### config.mk
export PLATFORM = sky130hd
export DESIGN_NAME = branch_predictor_flat
export DESIGN_NICKNAME = d
export VERILOG_FILES = /design/src/rtl/branch_predictor_pkg.sv /design/src/rtl/branch_predictor_if.sv /design/src/rtl/branch_predictor_sat_counter_table.sv /design/src/rtl/branch_predictor.sv /design/src/flat_wrapper.sv
export SDC_FILE = /design/constraint.sdc
export NUM_CORES = 1
export LEC_CHECK = 0
export CELL_PAD_IN_SITES_DETAIL_PLACEMENT = 0
export CELL_PAD_IN_SITES_GLOBAL_PLACEMENT = 2
export CORE_UTILIZATION = 31
export DETAILED_ROUTE_END_ITERATION = 8
export PLACE_DENSITY_LB_ADDON = 0.3
export SLEW_MARGIN = 40
export SYNTH_ARGS = -nofsm -noshare
export SYNTH_HDL_FRONTEND = slang
export SYNTH_SLANG_ARGS = --single-unit
### constraint.sdc
create_clock -name clk_i -period 8.6 [get_ports clk_i]
set_input_delay 1.29 -clock clk_i [delete_from_list [all_inputs] [get_ports clk_i]]
set_output_delay 1.29 -clock clk_i [all_outputs]
set_load 0.02 [all_outputs]
### src/rtl/branch_predictor_pkg.sv
// Shared types and helpers for the dynamic branch predictor: counter saturation
// and the EXE rollback target that the control-hazard logic also uses.
package branch_predictor_pkg;

  typedef logic [31:0] pc_t;

  localparam pc_t PC_STEP   = 32'd4;
  localparam int  CTR_MAX_W = 4;

  typedef logic [CTR_MAX_W-1:0] ctr_t;

  function automatic ctr_t inc_sat(input ctr_t ctr, input ctr_t max);
    return (ctr >= max) ? max : ctr + ctr_t'(1);
  endfunction

  function automatic ctr_t dec_sat(input ctr_t ctr);
    return (ctr == '0) ? '0 : ctr - ctr_t'(1);
  endfunction

  // Immediate is in halfword units, hence the shift.
  function automatic pc_t rollback_target(input logic branch, input logic taken,
                                          input pc_t pc, input pc_t imm);
    return (branch && taken) ? pc + (imm << 1) : pc + PC_STEP;
  endfunction

endpackage

### src/rtl/branch_predictor_if.sv
// Pipeline-facing bus of the branch predictor: IF lookup, EXE resolution and statistics.
interface branch_predictor_if
  import branch_predictor_pkg::*;
#(
  parameter int IDX_W = 4
);
  pc_t              pc_if;
  logic             predict_taken;
  logic [IDX_W-1:0] pred_idx_if;

  logic             branch_exe;
  logic             pred_exe;
  logic [IDX_W-1:0] idx_exe;
  logic             is_zero;
  pc_t              pc_exe;
  pc_t              imm_exe;

  logic             flush;
  pc_t              pc_rollback;
  pc_t              branch_cnt;
  pc_t              mispred_cnt;

  modport master (
    output pc_if, branch_exe, pred_exe, idx_exe, is_zero, pc_exe, imm_exe,
    input  predict_taken, pred_idx_if, flush, pc_rollback, branch_cnt, mispred_cnt
  );

  modport slave (
    input  pc_if, branch_exe, pred_exe, idx_exe, is_zero, pc_exe, imm_exe,
    output predict_taken, pred_idx_if, flush, pc_rollback, branch_cnt, mispred_cnt
  );

endinterface

### src/rtl/branch_predictor_sat_counter_table.sv
// Pattern history table: array of saturating counters with one combinational
// read port (IF) and one synchronous read-modify-write port (EXE).
module sat_counter_table
  import branch_predictor_pkg::*;
#(
  parameter int IDX_W    = 4,
  parameter int CTR_W    = 2,
  parameter int INIT_CTR = 2
) (
  input  logic             clk_i,
  input  logic             rst_i,
  input  logic [IDX_W-1:0] rd_idx_i,
  output logic [CTR_W-1:0] rd_ctr_o,
  input  logic             wr_en_i,
  input  logic [IDX_W-1:0] wr_idx_i,
  input  logic             wr_taken_i
);

  localparam int               DEPTH   = 1 << IDX_W;
  localparam ctr_t             CTR_MAX = ctr_t'((1 << CTR_W) - 1);
  localparam logic [CTR_W-1:0] CTR_RST = CTR_W'(INIT_CTR);

  logic [CTR_W-1:0] pht_q [DEPTH];
  logic [CTR_W-1:0] pht_d;
  ctr_t             cur_ctr;
  ctr_t             nxt_ctr;

  // No bypass: a same-cycle write to the read entry shows up one cycle later.
  assign rd_ctr_o = pht_q[rd_idx_i];

  always_comb begin
    cur_ctr = ctr_t'(pht_q[wr_idx_i]);
    nxt_ctr = wr_taken_i ? inc_sat(cur_ctr, CTR_MAX) : dec_sat(cur_ctr);
    pht_d   = CTR_W'(nxt_ctr);
  end

  always_ff @(posedge clk_i or negedge rst_i) begin
    if (!rst_i) begin
      for (int i = 0; i < DEPTH; i++) begin
        pht_q[i] <= CTR_RST;
      end
    end else if (wr_en_i) begin
      pht_q[wr_idx_i] <= pht_d;
    end
  end

endmodule

### src/rtl/branch_predictor.sv
// Dynamic branch predictor top: bimodal/gshare index hashing, global history,
// zero-latency mispredict flush with rollback PC, and saturating statistics.
module branch_predictor
  import branch_predictor_pkg::*;
#(
  parameter int IDX_W    = 4,
  parameter int CTR_W    = 2,
  parameter int INIT_CTR = 2,
  parameter int GSHARE   = 0
) (
  input logic               clk_i,
  input logic               rst_i,
  branch_predictor_if.slave bp
);

  logic [IDX_W-1:0] ghr_q, ghr_d;
  pc_t              branch_cnt_q, branch_cnt_d;
  pc_t              mispred_cnt_q, mispred_cnt_d;
  logic [IDX_W-1:0] pred_idx;
  logic [CTR_W-1:0] rd_ctr;
  logic             flush;
  logic             unused_bits;

  function automatic pc_t cnt_sat_inc(input pc_t cnt, input logic en);
    return (en && (cnt != '1)) ? cnt + pc_t'(1) : cnt;
  endfunction

  assign pred_idx = (GSHARE != 0) ? (bp.pc_if[IDX_W+1:2] ^ ghr_q) : bp.pc_if[IDX_W+1:2];

  assign bp.pred_idx_if   = pred_idx;
  assign bp.predict_taken = rd_ctr[CTR_W-1];
  assign unused_bits      = ^{bp.pc_if, rd_ctr};

  assign flush          = bp.branch_exe & (bp.pred_exe != bp.is_zero);
  assign bp.flush       = flush;
  assign bp.pc_rollback = rollback_target(bp.branch_exe, bp.is_zero, bp.pc_exe, bp.imm_exe);
  assign bp.branch_cnt  = branch_cnt_q;
  assign bp.mispred_cnt = mispred_cnt_q;

  // idx_exe is the index carried down the pipeline, never re-hashed from pc_exe.
  sat_counter_table #(
    .IDX_W    (IDX_W),
    .CTR_W    (CTR_W),
    .INIT_CTR (INIT_CTR)
  ) u_pht (
    .clk_i      (clk_i),
    .rst_i      (rst_i),
    .rd_idx_i   (pred_idx),
    .rd_ctr_o   (rd_ctr),
    .wr_en_i    (bp.branch_exe),
    .wr_idx_i   (bp.idx_exe),
    .wr_taken_i (bp.is_zero)
  );

  always_comb begin
    ghr_d         = ghr_q;
    branch_cnt_d  = branch_cnt_q;
    mispred_cnt_d = mispred_cnt_q;
    if (bp.branch_exe) begin
      // Truncating {ghr, outcome} shifts the outcome in; with IDX_W = 1 it is just the outcome.
      ghr_d         = IDX_W'({ghr_q, bp.is_zero});
      branch_cnt_d  = cnt_sat_inc(branch_cnt_q, 1'b1);
      mispred_cnt_d = cnt_sat_inc(mispred_cnt_q, flush);
    end
  end

  always_ff @(posedge clk_i or negedge rst_i) begin
    if (!rst_i) begin
      ghr_q         <= '0;
      branch_cnt_q  <= '0;
      mispred_cnt_q <= '0;
    end else begin
      ghr_q         <= ghr_d;
      branch_cnt_q  <= branch_cnt_d;
      mispred_cnt_q <= mispred_cnt_d;
    end
  end

endmodule

### src/flat_wrapper.sv
// flat-port wrapper written by rule: the top's interface ports become plain ports
module branch_predictor_flat import branch_predictor_pkg::*;
#(
  parameter int IDX_W    = 4,
  parameter int CTR_W    = 2,
  parameter int INIT_CTR = 2,
  parameter int GSHARE   = 0
)
  (clk_i, rst_i, bp_pc_if, bp_branch_exe, bp_pred_exe, bp_idx_exe, bp_is_zero, bp_pc_exe, bp_imm_exe, bp_predict_taken, bp_pred_idx_if, bp_flush, bp_pc_rollback, bp_branch_cnt, bp_mispred_cnt);
  branch_predictor_if #(.IDX_W(IDX_W)) bp_i ();
  input logic clk_i;
  input logic rst_i;
  input wire logic [$bits(bp_i.pc_if)-1:0] bp_pc_if;
  input wire logic [$bits(bp_i.branch_exe)-1:0] bp_branch_exe;
  input wire logic [$bits(bp_i.pred_exe)-1:0] bp_pred_exe;
  input wire logic [$bits(bp_i.idx_exe)-1:0] bp_idx_exe;
  input wire logic [$bits(bp_i.is_zero)-1:0] bp_is_zero;
  input wire logic [$bits(bp_i.pc_exe)-1:0] bp_pc_exe;
  input wire logic [$bits(bp_i.imm_exe)-1:0] bp_imm_exe;
  output wire logic [$bits(bp_i.predict_taken)-1:0] bp_predict_taken;
  output wire logic [$bits(bp_i.pred_idx_if)-1:0] bp_pred_idx_if;
  output wire logic [$bits(bp_i.flush)-1:0] bp_flush;
  output wire logic [$bits(bp_i.pc_rollback)-1:0] bp_pc_rollback;
  output wire logic [$bits(bp_i.branch_cnt)-1:0] bp_branch_cnt;
  output wire logic [$bits(bp_i.mispred_cnt)-1:0] bp_mispred_cnt;
  assign bp_i.pc_if = bp_pc_if;
  assign bp_i.branch_exe = bp_branch_exe;
  assign bp_i.pred_exe = bp_pred_exe;
  assign bp_i.idx_exe = bp_idx_exe;
  assign bp_i.is_zero = bp_is_zero;
  assign bp_i.pc_exe = bp_pc_exe;
  assign bp_i.imm_exe = bp_imm_exe;
  assign bp_predict_taken = bp_i.predict_taken;
  assign bp_pred_idx_if = bp_i.pred_idx_if;
  assign bp_flush = bp_i.flush;
  assign bp_pc_rollback = bp_i.pc_rollback;
  assign bp_branch_cnt = bp_i.branch_cnt;
  assign bp_mispred_cnt = bp_i.mispred_cnt;
  branch_predictor #(.IDX_W(IDX_W), .CTR_W(CTR_W), .INIT_CTR(INIT_CTR), .GSHARE(GSHARE)) u_core (.clk_i(clk_i), .rst_i(rst_i), .bp(bp_i));
endmodule
Word-level counts from Yosys, hierarchy flattened
Cells that the tools add are included.
{ "classes": {"order_cmp": 4, "n_bitwise": 3, "add_sub_neg": 6, "mux": 13, "n_eq_ne": 3, "n_reduce_logical": 6} }
{ "ops": {"columns": ["cell", "n"], "rows": [
  ["$add 32x1->32 const B", 2],
  ["$ne 32x32->1 const B", 2],
  ["$add 32x3->32 const B", 1],
  ["$add 32x32->32", 1],
  ["$bwmux 32", 1],
  ["$mux 32", 1],
  ["$bmux 2 s4", 2],
  ["$mux 2", 8],
  ["$ge 5x5->1 const B", 2],
  ["$not 4->5", 2],
  ["$demux 2 s4", 1],
  ["$lt 5x1->1 const B", 1],
  ["$reduce_and 2->1", 2],
  ["$logic_and 1x1->1", 3],
  ["$add 2x1->2 const B", 1],
  ["$ge 2x2->1 const B", 1],
  ["$logic_not 2->1", 1],
  ["$sub 2x1->2 const B", 1],
  ["$and 1x1->1", 1],
  ["$ne 1x1->1", 1]
]} }
{ "totals": {"inputBits": 105, "out_inout_bits": 102, "word_cells": 53, "register_bits": 96} }

Depth between registers and ports, before layout
{ "logic_depth": {"depth_word": 8, "mapped_depth": 10, "ltp_nobuf": 10} }

Modules after synthesis
Synthesis repeated with hierarchy kept, for this count alone.
{ "unflattened": {"hier_cells": 780, "hier_area_um2": 7345.8} }
{ "modules_own_cells": {"columns": ["mod", "area_each_um2", "cells_per_inst", "seq_area_each_um2", "instances"], "rows": [
  ["branch_predictor", 5388.9, 650, 1601.5, 1],
  ["sat_counter_table", 1956.9, 130, 820.8, 1]
]} }

Worst setup path before layout
Ideal clock, no wire load.
{ "synth_timing": {"path_kind": "input-to-output", "from": "in bp_imm_exe[13]", "to": "out bp_pc_rollback[29]", "required_ns": 7.310, "n_path_buf": 1, "stages": 9, "t_arrival_ns": 3.588, "path_slack_ns": 3.722, "cell_sequence": "ha_1 > clkbuf_1 > a21oi_1 > o21ai_0 > a221oi_1 > nor2_1 > nor3_1 > mux2_2 > nor3_1"} }
{ "synth_via": {"elab_chain_cells": 2} }
{ "synth_rtl": {"columns": ["element", "line_no", "text"], "rows": [
  ["from (decl)", "flat_wrapper.sv:19", "input wire logic [$bits(bp_i.imm_exe)-1:0] bp_imm_exe;"],
  ["$add 32x32->32", "branch_predictor_pkg.sv:23", "return (branch && taken) ? pc + (imm << 1) : pc + PC_STEP;"],
  ["$mux 32", "branch_predictor_pkg.sv:23", null],
  ["to (decl)", "flat_wrapper.sv:23", "output wire logic [$bits(bp_i.pc_rollback)-1:0] bp_pc_rollback;"]
]} }
Every way passes these cells.

Worst setup path in the final report
{ "layout_timing": {"from": "in bp_pc_exe[14]", "to": "out bp_pc_rollback[29]"} }
{ "layout_via": {"elab_chain_cells": 2, "elab_cells_between_ends": 3, "cone_classes": "2 x add/sub; 1 x mux"} }
{ "layout_rtl": {"columns": ["element", "line_no", "text"], "rows": [
  ["from (decl)", "flat_wrapper.sv:18", "input wire logic [$bits(bp_i.pc_exe)-1:0] bp_pc_exe;"],
  ["$add 32x3->32 / $add 32x32->32 (equally long branches)", "branch_predictor_pkg.sv:23", null],
  ["$mux 32 (*)", "branch_predictor_pkg.sv:23", null]
]} }
Mark *: on every way between the ends. The rest lies on a longest branch, timed or not.

==> impl_metrics.csv <==
group,metric,value,unit
logic_synthesis,syn_area,7212,µm²
drt,drt_iter0_drc,253,
cells_and_area,mostFrequentLayoutCell,"clkdlybuf4s50_1",
worst_setup_path,path_max_fanout,8,
clock_tree,cts_hold_buf,0,
clock_tree,htreeDepth,3,
cells_and_area,utilization,41.86,%
power_and_ir_drop,ir_drop,0.1197,mV
place,gp_congestion,0.7833,
global_routing,grt_pass1_wl,33.86,mm
worst_setup_path,r2r-start,"u_core.bp.branch_cnt[2]",
logic_synthesis,syn_avg_cell_area,9.152,µm²
drt,vias_per_cell,5.115,
worst_setup_path,reg2regPathDepth,7,
timing,rsz0062_at_grt,"no",
hold_path,hold_path_class,"reg -> reg",
logic_synthesis,synth_edf_count,0,
power_and_ir_drop,p_leak,3.899,nW
place,place_area,9208,µm²
worst_setup_path,crit_chain,"clkdlybuf4s50_1 > ha_1 > a21oi_1 > o21ai_0 > a221oi_1 > nor2_1 > nor3_1 > mux2_2 > nor3_1 > clkdlybuf4s50_1",
cells_and_area,layout_common_cells,"clkdlybuf4s50_1, nand2_1, dfrtp_1",
worst_setup_path,critPathArrivalTime,4.92,ns
hold_path,hold_path_depth,1,
logic_synthesis,synth_area_leaders,"dfrtp_1, xnor2_1, dfstp_2, ha_1, mux2_2",
floorplan,core_area,22710,µm²
cells_and_area,fin_nets,1084,
drt,route.detailed.wl_per_inst,17.22,µm
worst_setup_path,ff2ff_setup_slack,6.07,ns
worst_setup_path,timing.rr.end,"u_core.bp.branch_cnt[28]",
place,port_buffers,175,
drt,drc,0,
clock_tree,cts-root-buf,"clkbuf_16",
logic_synthesis,synth-main-ff-cell,"dfrtp_1",
timing,drv_slew,0,
cells_and_area,area_growth,31.82,%
timing,period_needed,6.209,ns
worst_setup_path,cp_num_buf_inv,2,
power_and_ir_drop,powerDensity,170.2,nW/µm²
drt,via_count,6322,
worst_setup_path,startpoint_type,"primary input",
outcome,run_status,"finished, final reports clean",
clock_tree,cts_resized,0,
worst_setup_path,max_stage_delay,0.65,ns
cells_and_area,fin_cells,1236,
clock_tree,cts-root-to-sink-buffers,2,
clock_tree,clkSinkCount,96,
clock_tree,clk_latency,0.35,ns
floorplan,io_pins,207,
drt,drt-total-wl,21.29,mm
timing,finalSetupViolCount,0,
clock_tree,path_clk_slew,0.07,ns
worst_setup_path,required,7.31,ns
worst_setup_path,critical_path.slowest_cell,"clkdlybuf4s50_1",
clock_tree,tritoncts,"done",
timing,hold_viol_final,0,
logic_synthesis,async_flop_share,100.0,%
place,dp_cells,1219,
floorplan,die-width,154.5,µm
logic_synthesis,synth_fp_nets,927,
timing,relSlewSlack,45.41,%
cells_and_area,stdcell_area,9507,µm²
floorplan,fp.dieH,154.5,µm
worst_setup_path,end_kind,"output port",
logic_synthesis,synth.distinct_cells,59,
logic_synthesis,synthCells,788,
timing,fin_tns_setup,0,ns
run,drv_cap,0,
hold_path,worstHoldEndpoint,"u_core.bp.mispred_cnt[22]",
drt,first_pass_iters,5,
floorplan,dieArea,23880,µm²
global_routing,overflow,0,
timing,fin_worst_skew,0.008484,ns
global_routing,grt_max_degree,66,
floorplan,initial_core_util,31.76,%
worst_setup_path,critPathTopFamily,"buffers and inverters",
cells_and_area,drive_gt1_share,10.42,%
worst_setup_path,crit_type,"in -> out",
hold_path,holdCritStartpoint,"u_core.bp.mispred_cnt[22]",
logic_synthesis,yosysTopAreaCell,"dfrtp_1",
logic_synthesis,synth-seq-cells,96,
logic_synthesis,yosysSeqAreaShare,33.59,%
timing,min_period_over_period,72.19,%
global_routing,antenna_found_initial,1,
clock_tree,post-cts-setup-buffer-count,0,
global_routing,track_usage,17.95,%
timing,worst_pin_slew,0.8188,ns
power_and_ir_drop,total_power,0.001618,W
clock_tree,cts-buffers-inserted,9,
drt,drtAntennaViolNets,0,
place,dp_hpwl,16.54,mm
timing,fmax,161.1,MHz
global_routing,grt_pass1_vias,6406,
logic_synthesis,yosysTopAreaCellShare,27.76,%
floorplan,fp-row-count,55,
logic_synthesis,yosysWarnings,0,
## report_power, final
part           leakage (nW)  internal, W  switching, W
registers              1.23     0.000549     0.0000664
logic                  2.52     0.000291      0.000296
clock network         0.148     0.000229      0.000187
total                  3.90      0.00107      0.000549
## Yosys cell counts (3+ instances only)
cell,number
mux4_2,15
nor4_1,7
o2111ai_1,3
clkbuf_1,25
nor2_1,52
nand2_1,91
ha_1,33
o31ai_1,3
xor2_1,42
o21ai_0,35
a21oi_1,34
and3_1,24
nand4_1,26
a211o_1,3
mux2i_1,6
dfstp_2,16
or3_1,3
o21bai_1,5
nand3_1,50
a31oi_1,8
nor3_1,16
a21o_1,10
nand2b_1,4
inv_1,17
or2_2,3
and4_1,9
xnor2_1,74
mux2_2,34
and2_1,8
nor4b_1,3
a211oi_1,6
buf_4,5
nor2b_1,4
dfrtp_1,80
## cell type report
type / instances / area (µm²)
Fill cell: 2261 / 13200
Timing Repair Buffer: 180 / 1785
Sequential cell: 96 / 2422
Clock inverter: 7 / 76.32
Tap cell: 285 / 356.6
Antenna cell: 1 / 2.502
Inverter: 18 / 67.56
Clock buffer: 9 / 225.2
Multi-Input combinational cell: 640 / 4571
## how the worst max path moves through the flow
stage	end	slack, ns	startpoint	cells past startpoint
6_report	bp_pc_rollback[29]	2.39	bp_pc_exe[14]	10
5_1_grt	bp_pc_rollback[29]	2.21	bp_pc_exe[14]	10
4_1_cts	bp_pc_rollback[29]	2.39	bp_pc_exe[14]	10
3_5_place_dp	bp_pc_rollback[29]	2.38	bp_pc_exe[14]	10
3_3_place_gp	bp_pc_rollback[29]	2.35	bp_pc_exe[14]	10
2_1_floorplan	bp_pc_rollback[29]	3.72	bp_imm_exe[13]	9
## routing by layer
layer / vias to the layer above / routed length (µm) / GRT usage [%]
met5: - / 0 / 0
met4: 0 / 252 / 4.668
met3: 17 / 1115 / 3.670
met2: 143 / 10190 / 30.02
met1: 3021 / 9727 / 23.55
li1: 3141 / - / -
## cell families (layout without fill, tap and decap cells)
kind of cell / after synthesis / count (layout) / share of synthesized area, %
flops: 96 / 96 / 33.59
buf+inv: 52 / 214 / 3.210
mux: 55 / 55 / 10.83
other cells: 0 / 1 / 0
fa+ha+maj: 36 / 36 / 6.315
simple gates: 307 / 307 / 21.06
compound gates: 126 / 126 / 10.91
xor+xnor: 116 / 116 / 14.09
## registers in the layout, summed over array words and instances (netlist names)
signal and count:
u_core.bp.branch_cnt 32, u_core.bp.mispred_cnt 32, u_core.u_pht.pht_q 32
## stage by stage
step / setup WS [ns] / hold slack, ns
after floorplan: 3.722 / 0.4738
after global placement: 2.350 / 0.4790
after detailed placement: 2.382 / 0.4817
after CTS: 2.386 / 0.4958
after global routing: 2.207 / 0.5172
final: 2.391 / 0.4894
Note: power is estimated with default switching activity, not from simulation.
